### src/rtl/fetch_pkg.sv
// Shared types and width helpers for the instruction-fetch engine.
// Imported by fetch_assembler and fetch_unit.
package fetch_pkg;

  typedef enum logic [1:0] {
    S_IDLE,
    S_REQ,
    S_WAIT,
    S_HOLD
  } fetch_state_e;

  function automatic int lat_w(input int lat);
    return $clog2(lat + 1);
  endfunction

  function automatic int idx_w(input int nb);
    return (nb > 1) ? $clog2(nb) : 1;
  endfunction

endpackage

### src/rtl/fetch_assembler.sv
// Collects flash bytes LSB-first into the instruction register.
// Lanes not rewritten keep the previous instruction's bytes.
module fetch_assembler
  import fetch_pkg::*;
#(
  parameter int INSTR_BYTES = 4
) (
  input  logic                     clk,
  input  logic                     rst,
  input  logic                     clear,
  input  logic                     load,
  input  logic [7:0]               byte_i,
  output logic [8*INSTR_BYTES-1:0] ir_o,
  output logic                     last_o
);

  localparam int IW = idx_w(INSTR_BYTES);
  localparam logic [IW-1:0] IDX_LAST = IW'(INSTR_BYTES - 1);

  logic [IW-1:0]              idx_q;
  logic [8*INSTR_BYTES-1:0]   ir_q;

  assign last_o = (idx_q == IDX_LAST);
  assign ir_o   = ir_q;

  always_ff @(posedge clk) begin
    if (!rst) begin
      idx_q <= '0;
      ir_q  <= '0;
    end else if (clear) begin
      idx_q <= '0;
    end else if (load) begin
      for (int k = 0; k < INSTR_BYTES; k++) begin
        if (idx_q == IW'(k)) ir_q[8*k +: 8] <= byte_i;
      end
      idx_q <= last_o ? '0 : idx_q + IW'(1);
    end
  end

endmodule

### src/rtl/fetch_unit.sv
// Byte-serial instruction fetch: owns the PC, reads flash one byte at a time
// and offers each assembled instruction over a valid/ready handshake.
module fetch_unit
  import fetch_pkg::*;
#(
  parameter int                ADDR_W      = 24,
  parameter int                INSTR_BYTES = 4,
  parameter int                READ_LAT    = 3,
  parameter logic [ADDR_W-1:0] RESET_PC    = '0
) (
  input  logic                     clk,
  input  logic                     rst,
  input  logic                     en,
  input  logic                     redirect,
  input  logic [ADDR_W-1:0]        redirect_pc,
  output logic                     mem_cs,
  output logic                     mem_re,
  output logic [ADDR_W-1:0]        mem_addr,
  input  logic [7:0]               mem_rdata,
  output logic [8*INSTR_BYTES-1:0] ir,
  output logic [ADDR_W-1:0]        ir_pc,
  output logic                     ir_valid,
  input  logic                     ir_ready,
  output logic [ADDR_W-1:0]        pc,
  output logic                     busy
);

  localparam int CW = lat_w(READ_LAT);
  localparam logic [CW-1:0] CNT_LAST = CW'(READ_LAT - 1);

  fetch_state_e      state_q, state_d;
  logic [ADDR_W-1:0] pc_q, pc_d;
  logic [ADDR_W-1:0] irpc_q, irpc_d;
  logic [CW-1:0]     cnt_q, cnt_d;
  logic [ADDR_W-1:0] addr_q;
  logic              cs_q, valid_q, busy_q;
  logic              clear, load, last;

  fetch_assembler #(
    .INSTR_BYTES(INSTR_BYTES)
  ) u_asm (
    .clk    (clk),
    .rst    (rst),
    .clear  (clear),
    .load   (load),
    .byte_i (mem_rdata),
    .ir_o   (ir),
    .last_o (last)
  );

  always_comb begin
    state_d = state_q;
    pc_d    = pc_q;
    irpc_d  = irpc_q;
    cnt_d   = cnt_q;
    clear   = 1'b0;
    load    = 1'b0;
    if (redirect) begin
      pc_d    = redirect_pc;
      irpc_d  = redirect_pc;
      clear   = 1'b1;
      state_d = en ? S_REQ : S_IDLE;
    end else begin
      unique case (state_q)
        S_IDLE: begin
          if (en) begin
            state_d = S_REQ;
            irpc_d  = pc_q;
          end
        end
        S_REQ: begin
          state_d = S_WAIT;
          cnt_d   = '0;
        end
        S_WAIT: begin
          if (cnt_q == CNT_LAST) begin
            load    = 1'b1;
            pc_d    = pc_q + ADDR_W'(1);
            cnt_d   = '0;
            state_d = last ? S_HOLD : S_REQ;
          end else begin
            cnt_d = cnt_q + CW'(1);
          end
        end
        S_HOLD: begin
          if (ir_ready) begin
            state_d = en ? S_REQ : S_IDLE;
            if (en) irpc_d = pc_q;
          end
        end
        default: state_d = S_IDLE;
      endcase
    end
  end

  // Flash strobes are registered from the next state so inputs never reach them combinationally.
  always_ff @(posedge clk) begin
    if (!rst) begin
      state_q <= S_IDLE;
      pc_q    <= RESET_PC;
      irpc_q  <= '0;
      cnt_q   <= '0;
      addr_q  <= '0;
      cs_q    <= 1'b0;
      valid_q <= 1'b0;
      busy_q  <= 1'b0;
    end else begin
      state_q <= state_d;
      pc_q    <= pc_d;
      irpc_q  <= irpc_d;
      cnt_q   <= cnt_d;
      cs_q    <= (state_d == S_REQ) || (state_d == S_WAIT);
      valid_q <= (state_d == S_HOLD);
      busy_q  <= (state_d != S_IDLE);
      if (state_d == S_REQ) addr_q <= pc_d;
    end
  end

  assign mem_cs   = cs_q;
  assign mem_re   = cs_q;
  assign mem_addr = addr_q;
  assign ir_pc    = irpc_q;
  assign ir_valid = valid_q;
  assign pc       = pc_q;
  assign busy     = busy_q;

endmodule

### config.mk
export PLATFORM = sky130hd
export DESIGN_NAME = fetch_unit
export DESIGN_NICKNAME = d
export VERILOG_FILES = /design/src/rtl/fetch_pkg.sv /design/src/rtl/fetch_assembler.sv /design/src/rtl/fetch_unit.sv
export SDC_FILE = /design/constraint.sdc
export NUM_CORES = 1
export LEC_CHECK = 0
export CAP_MARGIN = 20
export CORE_MARGIN = 2
export CORE_UTILIZATION = 43
export CTS_CLUSTER_DIAMETER = 200
export DETAILED_ROUTE_END_ITERATION = 12
export HOLD_SLACK_MARGIN = 0.12
export PLACE_DENSITY = 0.75
export RECOVER_POWER = 100
export SYNTH_ARGS = -nofsm -noshare
export SYNTH_HDL_FRONTEND = slang
export SYNTH_HIERARCHICAL = 1
export SYNTH_SLANG_ARGS = --single-unit
### constraint.sdc
create_clock -name clk -period 2.4 [get_ports clk]
set_input_delay 0.36 -clock clk [delete_from_list [all_inputs] [get_ports clk]]
set_output_delay 0.36 -clock clk [all_outputs]
set_load 0.01 [all_outputs]
==> results.py, run 1 <==
metrics = {
    "sta": {
        "post-route-period-util_pct": 95.1,
        "hold_viol_final": 0,
        "holdWs_ps": 307,
        "rsz0062_at_grt": "false",
        "fin_ws_ps": 118,
        "relSlewSlack_pct": 56.6,
        "setup_viol": 0,
        "worst_slew_pin_slew_ps": 651,
        "skew_ps": 12.8,
        "max_freq_mhz": 438,
        "period_minus_slack_ps": 2280,
        "final.setup.tns_ps": 0,
        "final_max_slew_viol_count": 0,
    },
    "setup_path": {
        "critPathKind": "reg -> reg",
        "worstPathMaxFanout": 16,
        "cp-end-kind": "register",
        "crit_chain": "ha_1 > nor2b_1 > o21ai_0 > a31oi_1 > ha_2 > buf_6 > nor3b_1 > o21a_1",
        "worstPathRequired_ps": 2750,
        "crit_family": "compound AO/OA/AOI/OAI gates",
        "arrival_ps": 2630,
        "slowest_stage": "dfxtp_1",
        "path_buf_inv": 1,
        "worst_setup_path_start_kind": "register",
        "cpPeakStageDelay_ps": 390,
    },
    "finish": {
        "mostFrequentLayoutCells": "113 x dfxtp_1, 105 x nand2_1, 92 x dlygate4sd3_1",
        "syn_to_final_growth_pct": 47.3,
        "finish.net_count": 757,
        "fillers": 916,
        "mostFrequentLayoutCell": "dfxtp_1",
        "drive_gt1_share_pct": 11.4,
        "diodes": 0,
    },
    "logic_synthesis": {
        "ys_seq_area_share_pct": 45.6,
        "synth_top_area_cell": "dfxtp_1",
        "synth_edf_count": 0,
        "ys_async_sr_fraction_pct": 0,
        "ys.flop_type": "dfxtp_1",
        "ys_top_cells_by_area": "dfxtp_1 46%, mux2i_1 9.5%, nand2_1 8.0%, o21ai_0 2.9%, ha_1 2.8%",
        "synth.cell_area_um2": 4960,
        "synth_top_area_share_pct": 45.6,
        "synth-seq-cells": 113,
        "synthCells": 553,
        "yosys_warnings": 6,
        "syn_nets": 601,
        "synth_cell_types": 52,
        "syn_area_per_cell_um2": 8.96,
    },
    "route": {
        "wl_per_cell_um": 16.4,
        "drc": 0,
        "drt_iter0_drc": 314,
        "dr.pass1.iters": 7,
        "wirelength_mm": 14.2,
        "antenna_left": 0,
        "via_count": 4653,
        "vias_per_cell": 5.38,
    },
    "power_and_ir_drop": {
        "power_frac_comb_pct": 12.3,
        "p_leak_nw": 3.32,
        "p_switching_mw": 1.27,
        "powerDensity_nw_per_um2": 747,
        "clkPwrFrac_pct": 49.8,
        "vdd_drop_max_uv": 451,
        "power_frac_seq_pct": 37.9,
        "p_int_mw": 4.18,
        "switching_share_pct": 23.3,
    },
    "clock_tree": {
        "htreeDepth": 4,
        "cts_tree": "built",
        "clk_pin_slew_ps": 50,
        "clk_latency_ps": 410,
        "cts.path.max_buffers": 2,
        "cts_buffers": 17,
        "postCtsSetupRepairBufs": 0,
        "cts-hold-fix-buffers": 0,
        "cts_sinks": 113,
        "cts_root_buf": "clkbuf_16",
    },
    "die": {
        "rows": 39,
        "initial_core_util_pct": 43.8,
        "die_w_um": 111,
        "io_pins": 145,
        "die_h_um": 111,
        "die-area_um2": 12400,
        "fp.coreArea_um2": 11300,
    },
    "flow_run": {
        "maxCapViolCount": 0,
    },
    "global_route": {
        "grt_pass1_wl_mm": 23.0,
        "grt_use_total_pct": 23.1,
        "grt_antenna_before_repair": 0,
        "grt_start_max_net_pins": 57,
        "grt_pass1_vias": 4712,
        "grt_remaining_overflow": 0,
    },
    "placement": {
        "place_congestion": 0.841,
        "pre_cts_ws_ps": -387,
        "io_buffers": 144,
        "dp_hpwl_mm": 10.1,
    },
    "hold_path": {
        "worstHoldPathType": "in -> reg",
    },
    "outcome": {
        "status": "finished, final reports clean",
    },
}
[per-layer routing]
layer / track usage, % / vias up / part of all wire, %
li1: - / 2236 / -
met1: 28.5 / 2197 / 42
met2: 39.3 / 202 / 49
met3: 6.04 / 18 / 7.4
met4: 8.07 / 0 / 1.2
met5: 0 / - / 0
[cell type report]
type / instances / area, um^2 / share of cell area (%)
flip-flops and latches: 113 / 2260 / 31.0
clock buffers: 23 / 498 / 6.82
clock inverters: 9 / 151 / 2.07
well taps: 143 / 179 / 2.45
repair buffers: 171 / 1630 / 22.3
multi-input cells: 392 / 2530 / 34.7
inverters: 14 / 52.6 / 0.720
[synth_stat cells (all sizes together), types with 13 or more instances]
master	number
clkbuf	16
nand2	105
nand2b	13
nand3	13
mux2i	47
inv	14
dfxtp	113
nor2	36
o21ai	30
a21oi	16
buf	17
a31oi	18
[power groups by stage]
| stage | registers (mW) | logic, mW | clock network [mW] |
|---|---|---|---|
| after global placement | 2.10 | 0.684 | 0 |
| after CTS | 2.07 | 0.704 | 2.75 |
| after floorplan | 2.13 | 0.285 | 0 |
| final | 2.07 | 0.669 | 2.72 |
| after detailed placement | 2.10 | 0.695 | 0 |
| after global routing | 2.08 | 0.721 | 2.86 |
[flip-flops by register name (all words and copies together), names as in the netlist]
name and count:
pc 24, u_asm/ir_o 32, ir_pc 24, cnt_q 2, ir_valid 1, state_q 2
mem_addr 24, u_asm/idx_q 2, busy 1, mem_cs 1
[cells by family after synthesis]
kind of cell	Yosys count	share of synthesized area, %
AO/OA/AOI/OAI	89	11.5
buffers and inverters	48	4.19
adder cells (fa/ha/maj)	11	2.78
XOR/XNOR	11	1.94
multiplexers	54	11.1
flip-flops	113	45.6
AND/OR/NAND/NOR	227	22.8
[metrics by stage]
step	std cells	util (%)	area (um^2)	power (mW)
6_report	865	64.5	7300	5.45
5_1_grt	865	64.5	7300	5.66
4_1_cts	865	64.6	7310	5.53
3_5_place_dp	833	58.8	6660	2.80
3_3_place_gp	833	58.8	6660	2.79
2_1_floorplan	553	-	4960	2.42
[worst paths after layout]
| kind | slack (ps) | to | startpoint | cells after the start |
|---|---|---|---|---|
| setup / recovery | 120 | mem_addr[15] | state_q[1] | 8 |
| hold / removal | 310 | state_q[1] | redirect | 2 |
| setup reg to reg | 120 | mem_addr[15] | state_q[1] | 8 |
| hold reg to reg | 450 | u_asm/ir_o[13] | u_asm/ir_o[13] | 2 |
[timing repair]
| action | CTS | global route |
|---|---|---|
| pin swaps | 0 | 0 |
| gates resized for setup | 2 | 7 |
| endpoints found under the setup margin | 17 | 22 |
(Power assumes the default switching activity.)
==> run 2: changes to the inputs <==
- ABC_CLOCK_PERIOD_IN_PS: not set -> 2400
- CORE_MARGIN: 2 -> not set
==> run 2 against run 1 <==
Effect of this change:
- combinational power is essentially flat
- global-route usage up 1.8 points
- critical path depth is 1 higher
- register-to-register slack hardly changed
- flip-flop and latch count stayed put
- via count increased by 0.45%
- largest cell class unchanged
- sequential share of layout area rose by 0.14 points
- design area shrank 0.46%
- worst setup slack better by 8.7 ps
==> results.py, run 2 (synthesis gave the netlist of run 1 again) <==
metrics = {
    "die": {
        "die_w_um": 109,
        "initial_core_util_pct": 44.9,
        "io_pins": 145,
        "rows": 38,
        "fp.coreArea_um2": 11000,
        "die_h_um": 109,
        "die-area_um2": 12000,
    },
    "sta": {
        "max_freq_mhz": 440,
        "relSlewSlack_pct": 49.5,
        "period_minus_slack_ps": 2270,
        "final_max_slew_viol_count": 0,
        "holdWs_ps": 284,
        "worst_slew_pin_slew_ps": 758,
        "hold_viol_final": 0,
        "skew_ps": 19.6,
        "setup_viol": 0,
        "rsz0062_at_grt": "false",
        "post-route-period-util_pct": 94.7,
        "fin_ws_ps": 127,
    },
    "setup_path": {
        "worstPathMaxFanout": 6,
        "cpPeakStageDelay_ps": 380,
        "worst_setup_path_start_kind": "register",
        "rrSetupSlack_ps": 130,
        "cp-end-kind": "register",
        "worstSetupStartpoint": "state_q[1]",
        "timing.rr.start": "state_q[1]",
        "arrival_ps": 2580,
        "path_buf_inv": 2,
        "crit_family": "simple AND/OR/NAND/NOR gates",
        "critPathKind": "reg -> reg",
        "crit_chain": "ha_1 > nor2b_1 > a2111oi_2 > nor3_1 > inv_1 > ha_2 > and2_2 > buf_4 > a32o_1",
        "worstPathRequired_ps": 2710,
        "slowest_stage": "dfxtp_1",
    },
    "flow_run": {
        "maxCapViolCount": 0,
    },
    "global_route": {
        "grt_start_max_net_pins": 78,
        "grt_pass1_wl_mm": 22.8,
        "grt_use_total_pct": 24.9,
        "grt_remaining_overflow": 0,
        "grt_pass1_vias": 4608,
        "grt_antenna_before_repair": 0,
    },
    "placement": {
        "place_congestion": 0.863,
        "dpl_cell_area_um2": 6670,
        "io_buffers": 144,
        "dp_hpwl_mm": 10.1,
        "pre_cts_ws_ps": -411,
    },
    "clock_tree": {
        "cts_tree": "built",
        "clk_pin_slew_ps": 60,
        "htreeDepth": 4,
        "clk_latency_ps": 420,
        "cts_buffers": 17,
        "cts_root_buf": "clkbuf_16",
        "cts.path.max_buffers": 2,
        "cts_sinks": 113,
    },
    "power_and_ir_drop": {
        "powerDensity_nw_per_um2": 736,
        "p_leak_nw": 3.33,
        "vdd_drop_max_uv": 413,
    },
    "finish": {
        "drive_gt1_share_pct": 10.9,
        "fin_area_um2": 7270,
        "mostFrequentLayoutCells": "113 x dfxtp_1, 108 x dlygate4sd3_1, 105 x nand2_1",
        "mostFrequentLayoutCell": "dfxtp_1",
        "fillers": 899,
        "finish.net_count": 761,
        "largest_register_ff_count": 32,
        "syn_to_final_growth_pct": 46.6,
        "diodes": 0,
    },
    "route": {
        "wirelength_mm": 14.4,
        "drt_iter0_drc": 375,
        "via_count": 4674,
        "drc": 0,
        "antenna_left": 0,
        "dr.pass1.iters": 5,
        "vias_per_cell": 5.40,
        "wl_per_cell_um": 16.6,
    },
    "outcome": {
        "status": "finished, final reports clean",
    },
    "hold_path": {
        "worstHoldPathType": "in -> reg",
        "hold_start": "redirect",
    },
}
-- run 2: cell types whose count changed in the layout (fill, tap and decap cells not counted), moves of 4 or more --
cell / before / now
clkdlybuf4s50_1: 50 / 34
dlygate4sd3_1: 92 / 108
buf_4: 23 / 18
clkbuf_2: 2 / 6
clkbuf_8: 5 / 1
-- run 2: timing repair --
action / 4_1_cts / 5_1_grt
buffers inserted: 0 / 0
hold buffers: 0 / 0
resized for setup: 2 / 5
endpoints found under the setup margin: 15 / 24
-- run 2: power breakdown --
part	leakage [nW]	total, mW	internal, mW	switching (mW)
Sequential	0.927	2.06	1.98	0.0842
Clock	0.290	2.61	1.67	0.939
Combinational	2.11	0.672	0.330	0.343
Total	3.33	5.35	3.98	1.37
-- run 2: area by class of cell --
cell class	instances	area, um^2	share of cell area [%]
inverters	14	52.6	0.723
flip-flops and latches	113	2260	31.1
multi-input cells	392	2500	34.3
repair buffers	175	1660	22.9
clock buffers	18	439	6.04
clock inverters	14	181	2.50
well taps	140	175	2.41
-- run 2: path summary, 6_finish.rpt --
kind / endpoint / cells after the start
max: mem_addr[18] / 9
min: state_q[1] / 2
max reg2reg: mem_addr[18] / 9
min reg2reg: u_asm/ir_o[0] / 2
-- run 2: per-stage QoR --
step           setup TNS, ps  util [%]  total power [mW]  cells
2_1_floorplan              0         -              2.42    553
3_5_place_dp           -6060      60.5              2.81    834
3_3_place_gp           -3800      60.5              2.79    834
6_report                   0      65.9              5.35    866
5_1_grt                    0      65.9              5.54    866
4_1_cts                    0      66.2              5.42    866
-- run 2: per-layer routing --
metal  part of all wire (%)  wire length [um]  GRT usage [%]  vias up
met5                      0                 0              0        -
met4                    1.2               178           9.43        0
met3                    7.3              1050           5.57       17
met2                     48              6910           42.2      204
met1                     43              6230           30.9     2203
li1                       -                 -              -     2250
-- run 2: worst register-to-register path: cells and delay by family, from the launching register on --
family                     cells  cell delay, ps
adders and majority gates      2             470
buffers and inverters          2             270
and+or+nand+nor                3             730
DFF                            1             380
AOI/OAI and AO/OA              2             330
==> run 3: changes to the inputs <==
- SLEW_MARGIN: not set -> 20
==> results of run 3 <==
The final DEF is identical to that of run 2; final timing and power are the same.
